===== src/rtl/riscv_pkg.sv =====
// Shared RISC-V decode definitions: base-ISA major opcodes and the
// immediate-class enumeration carried through the decode stage.
package riscv_pkg;

    // Major opcodes (instr[6:0]); all legal 32-bit encodings end in 2'b11.
    localparam logic [6:0] OPC_LOAD   = 7'b0000011;
    localparam logic [6:0] OPC_OP_IMM = 7'b0010011;
    localparam logic [6:0] OPC_AUIPC  = 7'b0010111;
    localparam logic [6:0] OPC_STORE  = 7'b0100011;
    localparam logic [6:0] OPC_OP     = 7'b0110011;
    localparam logic [6:0] OPC_LUI    = 7'b0110111;
    localparam logic [6:0] OPC_BRANCH = 7'b1100011;
    localparam logic [6:0] OPC_JALR   = 7'b1100111;
    localparam logic [6:0] OPC_JAL    = 7'b1101111;
    localparam logic [6:0] OPC_SYSTEM = 7'b1110011;

    // Immediate class. NONE must stay at 0 so a cleared register reads NONE.
    typedef enum logic [2:0] {
        IMM_NONE = 3'd0,
        IMM_I    = 3'd1,
        IMM_S    = 3'd2,
        IMM_B    = 3'd3,
        IMM_U    = 3'd4,
        IMM_J    = 3'd5,
        IMM_Z    = 3'd6
    } imm_type_e;

endpackage


===== src/rtl/imm_extend.sv =====
// Combinational RV32 immediate decoder and XLEN extender.
// Optional feature: define IMM_GEN_CSR_UIMM_EN to decode CSR*I forms
// (SYSTEM, funct3 101/110/111) as type Z with the 5-bit uimm in rs1.
module imm_extend
    import riscv_pkg::*;
#(
    parameter int XLEN = 32
) (
    input  logic [31:0]     instr_i,
    output logic [XLEN-1:0] imm_o,
    output imm_type_e       type_o,
    output logic            illegal_o
);

    logic [31:0] imm32;
    logic        zext;

    // Classify the opcode and assemble the 32-bit immediate for its format.
    always_comb begin
        // NOTE: every output of a combinational block gets a default first,
        // otherwise an unassigned path infers a latch.
        imm32     = '0;
        zext      = 1'b0;
        type_o    = IMM_NONE;
        illegal_o = 1'b0;

        if (instr_i[1:0] != 2'b11) begin
            illegal_o = 1'b1;
        end else begin
            case (instr_i[6:0])
                OPC_LOAD, OPC_OP_IMM, OPC_JALR: begin
                    type_o = IMM_I;
                    imm32  = {{20{instr_i[31]}}, instr_i[31:20]};
                end
                OPC_SYSTEM: begin
`ifdef IMM_GEN_CSR_UIMM_EN
                    if (instr_i[14] && (instr_i[13:12] != 2'b00)) begin
                        type_o = IMM_Z;
                        zext   = 1'b1;
                        imm32  = {27'b0, instr_i[19:15]};
                    end else begin
                        type_o = IMM_I;
                        imm32  = {{20{instr_i[31]}}, instr_i[31:20]};
                    end
`else
                    type_o = IMM_I;
                    imm32  = {{20{instr_i[31]}}, instr_i[31:20]};
`endif
                end
                OPC_STORE: begin
                    type_o = IMM_S;
                    imm32  = {{20{instr_i[31]}}, instr_i[31:25], instr_i[11:7]};
                end
                OPC_BRANCH: begin
                    type_o = IMM_B;
                    imm32  = {{19{instr_i[31]}}, instr_i[31], instr_i[7],
                              instr_i[30:25], instr_i[11:8], 1'b0};
                end
                OPC_LUI, OPC_AUIPC: begin
                    type_o = IMM_U;
                    imm32  = {instr_i[31:12], 12'b0};
                end
                OPC_JAL: begin
                    type_o = IMM_J;
                    imm32  = {{11{instr_i[31]}}, instr_i[31], instr_i[19:12],
                              instr_i[20], instr_i[30:21], 1'b0};
                end
                OPC_OP: begin
                    // Register-register ops carry no immediate but are legal.
                    type_o = IMM_NONE;
                end
                default: begin
                    illegal_o = 1'b1;
                end
            endcase
        end
    end

    // Widen to XLEN: bit 31 of every signed format is instr[31], so a signed
    // cast extends correctly; the CSR uimm is the only zero-extended case.
    always_comb begin
        if (zext) begin
            imm_o = XLEN'(imm32);
        end else begin
            imm_o = XLEN'($signed(imm32));
        end
    end

endmodule


===== src/rtl/imm_decode_stage.sv =====
// Immediate decode pipeline stage with a two-entry skid buffer.
// Instructions are decoded at the input, buffered in a main register that
// drives the outputs, and overflow into a skid register when downstream
// stalls. in_ready is the registered inverse of skid-valid.
// Optional feature: IMM_GEN_CSR_UIMM_EN (see imm_extend).
module imm_decode_stage
    import riscv_pkg::*;
#(
    parameter int XLEN  = 32,
    parameter int CNT_W = 8
) (
    input  logic             clk,
    input  logic             rst,
    input  logic             flush,
    input  logic             in_valid,
    output logic             in_ready,
    input  logic [31:0]      in_instr,
    output logic             out_valid,
    input  logic             out_ready,
    output logic [XLEN-1:0]  out_imm,
    output logic [2:0]       out_type,
    output logic             out_illegal,
    output logic [CNT_W-1:0] illegal_cnt
);

    typedef struct packed {
        logic [XLEN-1:0] imm;
        imm_type_e       typ;
        logic            illegal;
    } entry_t;

    entry_t            dec;
    entry_t            main_q, main_d;
    entry_t            skid_q, skid_d;
    logic              main_valid_q, main_valid_d;
    logic              skid_valid_q, skid_valid_d;
    logic [CNT_W-1:0]  cnt_q, cnt_d;
    logic              take_in;
    logic              drain;

    imm_extend #(
        .XLEN (XLEN)
    ) u_imm_extend (
        .instr_i   (in_instr),
        .imm_o     (dec.imm),
        .type_o    (dec.typ),
        .illegal_o (dec.illegal)
    );

    assign take_in = in_valid && !skid_valid_q;
    assign drain   = main_valid_q && out_ready;

    // Next-state for the two buffer slots and the illegal counter.
    always_comb begin
        main_d       = main_q;
        skid_d       = skid_q;
        main_valid_d = main_valid_q;
        skid_valid_d = skid_valid_q;
        cnt_d        = cnt_q;

        if (!main_valid_q || drain) begin
            // Main frees up: the older skid entry goes first. A new input can
            // only be accepted here when skid was empty, so it goes to main.
            if (skid_valid_q) begin
                main_d       = skid_q;
                main_valid_d = 1'b1;
                skid_valid_d = 1'b0;
            end else if (take_in) begin
                main_d       = dec;
                main_valid_d = 1'b1;
            end else begin
                main_valid_d = 1'b0;
            end
        end else if (take_in) begin
            // Main is stalled: park the accepted entry in skid.
            skid_d       = dec;
            skid_valid_d = 1'b1;
        end

        // Flush wins over any acceptance in the same cycle; data payloads are
        // left as-is since only the valid bits gate their use.
        if (flush) begin
            main_valid_d = 1'b0;
            skid_valid_d = 1'b0;
        end

        if (drain && main_q.illegal && (cnt_q != {CNT_W{1'b1}})) begin
            cnt_d = cnt_q + CNT_W'(1);
        end
    end

    // State registers with asynchronous reset.
    always_ff @(posedge clk or posedge rst) begin
        if (rst) begin
            // NOTE: payload registers are reset too because they drive the
            // outputs directly and must read zero/NONE during reset.
            main_valid_q <= 1'b0;
            skid_valid_q <= 1'b0;
            main_q       <= '0;
            skid_q       <= '0;
            cnt_q        <= '0;
        end else begin
            // NOTE: non-blocking assignments so every register samples the
            // pre-edge values regardless of statement order.
            main_valid_q <= main_valid_d;
            skid_valid_q <= skid_valid_d;
            main_q       <= main_d;
            skid_q       <= skid_d;
            cnt_q        <= cnt_d;
        end
    end

    assign in_ready    = !skid_valid_q;
    assign out_valid   = main_valid_q;
    assign out_imm     = main_q.imm;
    assign out_type    = main_q.typ;
    assign out_illegal = main_q.illegal;
    assign illegal_cnt = cnt_q;

endmodule

===== config.mk =====
export PLATFORM = sky130hd
export DESIGN_NAME = imm_decode_stage
export DESIGN_NICKNAME = d
export VERILOG_FILES = /design/src/rtl/riscv_pkg.sv /design/src/rtl/imm_extend.sv /design/src/rtl/imm_decode_stage.sv
export SDC_FILE = /design/constraint.sdc
export NUM_CORES = 1
export LEC_CHECK = 0
export CAP_MARGIN = 20
export CORE_ASPECT_RATIO = 0.75
export CORE_MARGIN = 1
export CORE_UTILIZATION = 30
export DETAILED_ROUTE_END_ITERATION = 8
export HOLD_SLACK_MARGIN = 0.05
export SLEW_MARGIN = 25
export SYNTH_ARGS = -nofsm -noshare
export SYNTH_HDL_FRONTEND = slang
export SYNTH_SLANG_ARGS = --single-unit

===== constraint.sdc =====
create_clock -name clk -period 4.8 [get_ports clk]
set_clock_uncertainty 0.15 [all_clocks]
set_input_delay 0.96 -clock clk [delete_from_list [all_inputs] [get_ports clk]]
set_output_delay 0.96 -clock clk [all_outputs]
set_load 0.02 [all_outputs]

==> results of run 1 <==
cells by family after synthesis:
group                      share of synthesized area, %
and+or+nand+nor                                    20.4
AOI/OAI and AO/OA                                  21.7
DFF                                                50.6
buffers and inverters                              4.66
xor gates and xnor gates                           1.51
muxes                                             0.803
adders and majority gates                         0.309
sequential cells by signal, summed over array words and instances, names as in the netlist:
signal,cells
out_illegal,1
out_type,3
out_valid,1
illegal_cnt,8
skid_q,36
out_imm,32
skid_valid_q,1
cells in the mapped netlist (2+ instances only):
library cell / instances / area, sq um
o21ai_0: 37 / 185
o22ai_1: 2 / 12.5
buf_6: 2 / 22.5
o21ai_1: 18 / 90.1
o211ai_1: 17 / 128
nor2_2: 3 / 18.8
a21oi_1: 32 / 160
nand2b_1: 6 / 37.5
a211oi_2: 2 / 25.0
mux2_2: 2 / 22.5
buf_2: 12 / 60.1
nor3_1: 4 / 20.0
or3_1: 21 / 131
inv_1: 8 / 30.0
nand2_1: 76 / 285
o221ai_1: 8 / 70.1
a21oi_2: 2 / 17.5
dfrtp_1: 82 / 2050
inv_2: 2 / 7.51
xnor2_1: 4 / 35.0
buf_4: 4 / 30.0
a21boi_0: 7 / 52.6
xor2_1: 3 / 26.3
nor3_2: 2 / 20.0
nor2_1: 19 / 71.3
nand3_1: 18 / 90.1
clkbuf_1: 8 / 30.0
power by group:
group	internal [mW]	switching, mW
Sequential	0.764	0.0584
Combinational	0.171	0.200
Clock	0.357	0.259
per-stage QoR:
stage	total power [mW]	hold WS [ns]	setup slack, ns
2_1_floorplan	1.02	0.291	1.58
3_3_place_gp	1.20	0.305	1.20
3_5_place_dp	1.21	0.316	1.07
4_1_cts	1.83	0.329	1.37
5_1_grt	1.89	0.350	1.24
6_report	1.81	0.328	1.36
critical path: cells and delay by family (launching register included):
kind	cells	cell delay, ns
buf+inv	2	1.11
flops	1	0.89
area by class of cell:
| type | count | area (sq um) | share of cell area [%] |
|---|---|---|---|
| clock buffers | 11 | 243 | 4.64 |
| flip-flops and latches | 82 | 2050 | 39.2 |
| inverters | 10 | 40.0 | 0.765 |
| multi-input cells | 313 | 1810 | 34.6 |
| clock inverters | 3 | 17.5 | 0.335 |
| well taps | 171 | 214 | 4.09 |
| repair buffers | 87 | 858 | 16.4 |
how the worst min path moves through the flow:
stage / slack (ns) / from / cells after the start / to
floorplan: 0.29 / skid_q[3] / 2 / skid_q[3]
global placement: 0.31 / skid_q[3] / 2 / skid_q[3]
detailed placement: 0.32 / skid_q[1] / 2 / skid_q[1]
CTS: 0.33 / skid_q[1] / 2 / skid_q[1]
global route: 0.35 / skid_q[1] / 2 / skid_q[1]
finish: 0.33 / skid_q[1] / 2 / skid_q[1]
layout by cell type (no fill, tap or decap), types with 2 or more instances in the layout:
master and count:
a211oi_2 2, a21boi_0 7, a21oi_1 32, a21oi_2 2, buf_4 5, clkbuf_16 9, clkdlybuf4s50_1 82, clkinv_2 2
dfrtp_1 82, inv_1 7, inv_2 2, mux2_2 2, nand2_1 76, nand2b_1 6, nand3_1 18, nor2_1 19
nor2_2 3, nor3_1 4, nor3_2 2, o211ai_1 17, o21ai_0 37, o21ai_1 18, o221ai_1 8, o22ai_1 2
or3_1 21, xnor2_1 4, xor2_1 3
layer usage:
layer  global-route usage, %  wire [um]  vias up
met5                       0          0        -
met4                    4.36        124        0
met3                    3.74        685       15
met2                    25.4       4880      144
met1                    25.2       5770     1733
li1                        -          -     1677
==> results_dict.tcl, run 1 <==
set metrics [dict create \
    io_buffers 82 \
    clock-sinks 82 \
    ant_nets 0 \
    synth_area_sq_mm 0.00405 \
    synth_edf_count 0 \
    vias_per_cell 5.27 \
    ys_types 59 \
    slew_headroom_pct 41.0 \
    drtIter0Drc 285 \
    synth-seq-cells 82 \
    leakagePower_nw 2.06 \
    drt-total-wl_mm 11.5 \
    drc 0 \
    cpPeakStageDelay_ns 0.89 \
    end_kind "output port" \
    worstReg2RegEnd "skid_q[29]" \
    clock_path_buffers 2 \
    maxCapViolCount 0 \
    utilization_pct 40.1 \
    worstPathRequired_ns 3.69 \
    first_global_vias 3365 \
    die_x_um 136 \
    numCtsBuffers 9 \
    cts_setup_buffers 0 \
    initial_core_util_pct 31.0 \
    finalInstanceArea_sq_mm 0.00524 \
    status "finished clean" \
    grt_pass1_wl_mm 18.1 \
    synth_nets 471 \
    r2r_cells 4 \
    cp-start-kind "flip-flop" \
    final_max_slew_viol_count 0 \
    first_pass_iters 5 \
    post_dp_cell_area_sq_mm 0.00497 \
    peakVddDrop_mv 0.215 \
    tightest_slew_ns 0.884 \
    diodes 0 \
    rsz0062_at_grt "no" \
    period_share_pct 71.7 \
    timing.rr.start "out_valid" \
    dieArea_sq_mm 0.0140 \
    antenna_found_initial 0 \
    overflow 0 \
    gp_congestion 0.806 \
    netlist_instances 433 \
    post_layout_nonfiller_instances 677 \
    die_h_um 103 \
    path_cells "inv_2, clkdlybuf4s50_1" \
    worstSetupPathType "flip-flop to output port" \
    nets 541 \
    period_minus_slack_ns 3.44 \
    wl_per_cell_um 16.9 \
    holdBufCountCts 0 \
    ys_async_sr_fraction_pct 100 \
    dp_cells 663 \
    reg2reg_setup_slack_ns 2.14 \
    max_freq_ghz 0.291 \
    crit_start "skid_valid_q" \
    fill_cells 1305 \
    clk_pin_slew_ns 0.06 \
    layout-drive-gt1-share_pct 8.70 \
    crit_slowest_cell "dfrtp_1" \
    finalSetupTns_ns 0 \
    post_cts_resized 0 \
    arrival_ns 2.33 \
    p_per_area_mw_per_mm2 346 \
    cp_max_fo 28 \
    std_cell_rows 36 \
    hold_viol 0 \
    grt_usage_pct 17.1 \
    clkLatencyLatePin_ns 0.33 \
    cts-htree-levels 3 \
    setup-violations-final 0 \
    grt_max_degree 60 \
    syn_to_final_growth_pct 29.2 \
    place_hpwl_mm 8.07 \
    synth.avg_cell_area_sq_um 9.36 \
    core_area_sq_mm 0.0131 \
    hp-class "flip-flop to flip-flop" \
    cts-root-buf "clkbuf_16" \
    vias 3569 \
    cts_tree "yes" \
    pin_count 83 \
    crit_path_end "in_ready" \
    ys.flop_type "dfrtp_1" \
    ys_seq_area_share_pct 50.6 \
    yosys_warnings 0 \
]
Note: power is estimated with default switching activity, not from simulation.
==> run 2: changes to the inputs <==
==> constraint.sdc (replaced) <==
create_clock -name clk -period 3.02 [get_ports clk]
set_clock_uncertainty 0.15 [all_clocks]
set_input_delay 0.604 -clock clk [delete_from_list [all_inputs] [get_ports clk]]
set_output_delay 0.604 -clock clk [all_outputs]
set_load 0.02 [all_outputs]
==> run 2 against run 1 <==
Register-to-register slack worse by 1.1 ns. Sequential power increased by 58%. Core utilization grew 1.5 points. Clock-buffer cell count rose by 2. Flip-flop and latch count unchanged. First-iteration DRC count shrank 6.0%. Hold slack gained 0.0020 ns. Clock power rose by 100%. Sequential share of layout area shrank 1.4 points. Largest cell class unchanged. Highest routed layer unchanged.
==> results_dict.tcl, run 2 (same netlist as run 1, synthesis figures left out) <==
set metrics [dict create \
    cp_max_fo 28 \
    cts-htree-levels 3 \
    pin_count 83 \
    layout-drive-gt1-share_pct 11.5 \
    std_cell_rows 36 \
    status "finished clean" \
    fin_ws_ns 0.499 \
    worstReg2RegEnd "out_imm[6]" \
    fill_cells 1263 \
    gp_congestion 0.869 \
    drc 0 \
    r2r_cells 5 \
    ant_nets 0 \
    crit_slowest_cell "clkdlybuf4s50_1" \
    place_worst_setup_slack_ns 0.232 \
    drt-total-wl_mm 11.5 \
    clock-sinks 82 \
    post_cts_resized 0 \
    cpPeakStageDelay_ns 0.70 \
    slew_headroom_pct 47.5 \
    grt_usage_pct 17.7 \
    wl_per_cell_um 16.7 \
    min_path_cells 2 \
    post_layout_nonfiller_instances 692 \
    nets 554 \
    rsz0062_at_grt "no" \
    diodes 0 \
    grt_max_degree 36 \
    hold_path_end "skid_q[15]" \
    worstPathRequired_ns 2.27 \
    hp-class "flip-flop to flip-flop" \
    largest_register_ffs 36 \
    dieArea_sq_mm 0.0140 \
    place_hpwl_mm 8.25 \
    peakVddDrop_mv 0.267 \
    path_delay_family "buffers and inverters" \
    final_max_slew_viol_count 0 \
    vias_per_cell 5.23 \
    leakagePower_nw 2.17 \
    tightest_slew_ns 0.783 \
    hold_viol 0 \
    cts-root-buf "clkbuf_16" \
    die_h_um 103 \
    setup-violations-final 0 \
    reg2reg_setup_slack_ns 1.06 \
    antenna_found_initial 0 \
    finalSetupTns_ns 0 \
    period_share_pct 83.5 \
    first_global_vias 3471 \
    overflow 0 \
    worstSetupPathType "flip-flop to output port" \
    path_cells "inv_2, clkdlybuf4s50_1" \
    fin_hold_ws_ns 0.330 \
    syn_to_final_growth_pct 34.1 \
    numCtsBuffers 9 \
    first_pass_iters 4 \
    core_area_sq_mm 0.0131 \
    arrival_ns 1.77 \
    period_minus_slack_ns 2.52 \
    drtIter0Drc 268 \
    io_buffers 82 \
    cp-start-kind "flip-flop" \
    dp_cells 676 \
    grt_pass1_wl_mm 18.7 \
    clkLatencyLatePin_ns 0.34 \
    mostFrequentLayoutCells "dfrtp_1 (82), clkdlybuf4s50_1 (82), nand2_1 (76), o21ai_0 (37), a21oi_1 (32)" \
    maxCapViolCount 0 \
    clock_path_buffers 2 \
    holdBufCountCts 0 \
    die_x_um 136 \
    cts_setup_buffers 0 \
    end_kind "output port" \
    p_per_area_mw_per_mm2 582 \
    cp_num_buf_inv 2 \
    clk_pin_slew_ns 0.06 \
    top_register "skid_q" \
    initial_core_util_pct 31.0 \
    worstHoldStart "skid_q[15]" \
    timing.rr.start "out_valid" \
    vias 3616 \
    max_freq_ghz 0.397 \
    cts_tree "yes" \
]
-- run 2: worst max path at each step --
stage                endpoint          from  cells after the start  slack [ns]
3_5_place_dp       out_imm[9]   in_instr[6]                      5        0.23
5_1_grt              in_ready  skid_valid_q                      2        0.42
6_report             in_ready  skid_valid_q                      2        0.50
2_1_floorplan  illegal_cnt[0]           rst                      1        0.16
3_3_place_gp       out_imm[7]   in_instr[6]                      5        0.31
4_1_cts              in_ready  skid_valid_q                      2        0.49
-- run 2: layer usage --
metal / global-route usage [%] / routed length [um]
met1: 26.0 / 5580
met4: 5.21 / 153
met5: 0 / 0
met3: 4.08 / 766
met2: 25.6 / 5040
-- run 2: power by group --
group	internal [mW]	switching, mW
combinational	0.284	0.322
sequential	1.21	0.0901
clock	0.816	0.438
total	2.31	0.850
-- run 2: area by class of cell --
| cell class | instances | area [sq um] | share of cell area [%] |
|---|---|---|---|
| Multi-Input combinational cell | 313 | 1810 | 33.3 |
| Inverter | 10 | 38.8 | 0.714 |
| Sequential cell | 82 | 2050 | 37.8 |
| Clock inverter | 3 | 68.8 | 1.27 |
| Timing Repair Buffer | 100 | 968 | 17.8 |
| Tap cell | 171 | 214 | 3.94 |
| Clock buffer | 13 | 280 | 5.16 |
-- run 2: tightest hold or removal path, cell delays in order, from the launching register on --
cell,delay [ns]
dfrtp_1,0.33
nand2_1,0.04
o21ai_0,0.07
-- run 2: through the flow --
stage	util, %	total power [mW]	cell area, sq um
global placement	38.9	1.92	5080
finish	41.6	3.16	5430
global route	41.6	3.31	5430
CTS	41.6	3.19	5430
floorplan	-	1.63	4050
detailed placement	38.9	1.93	5080
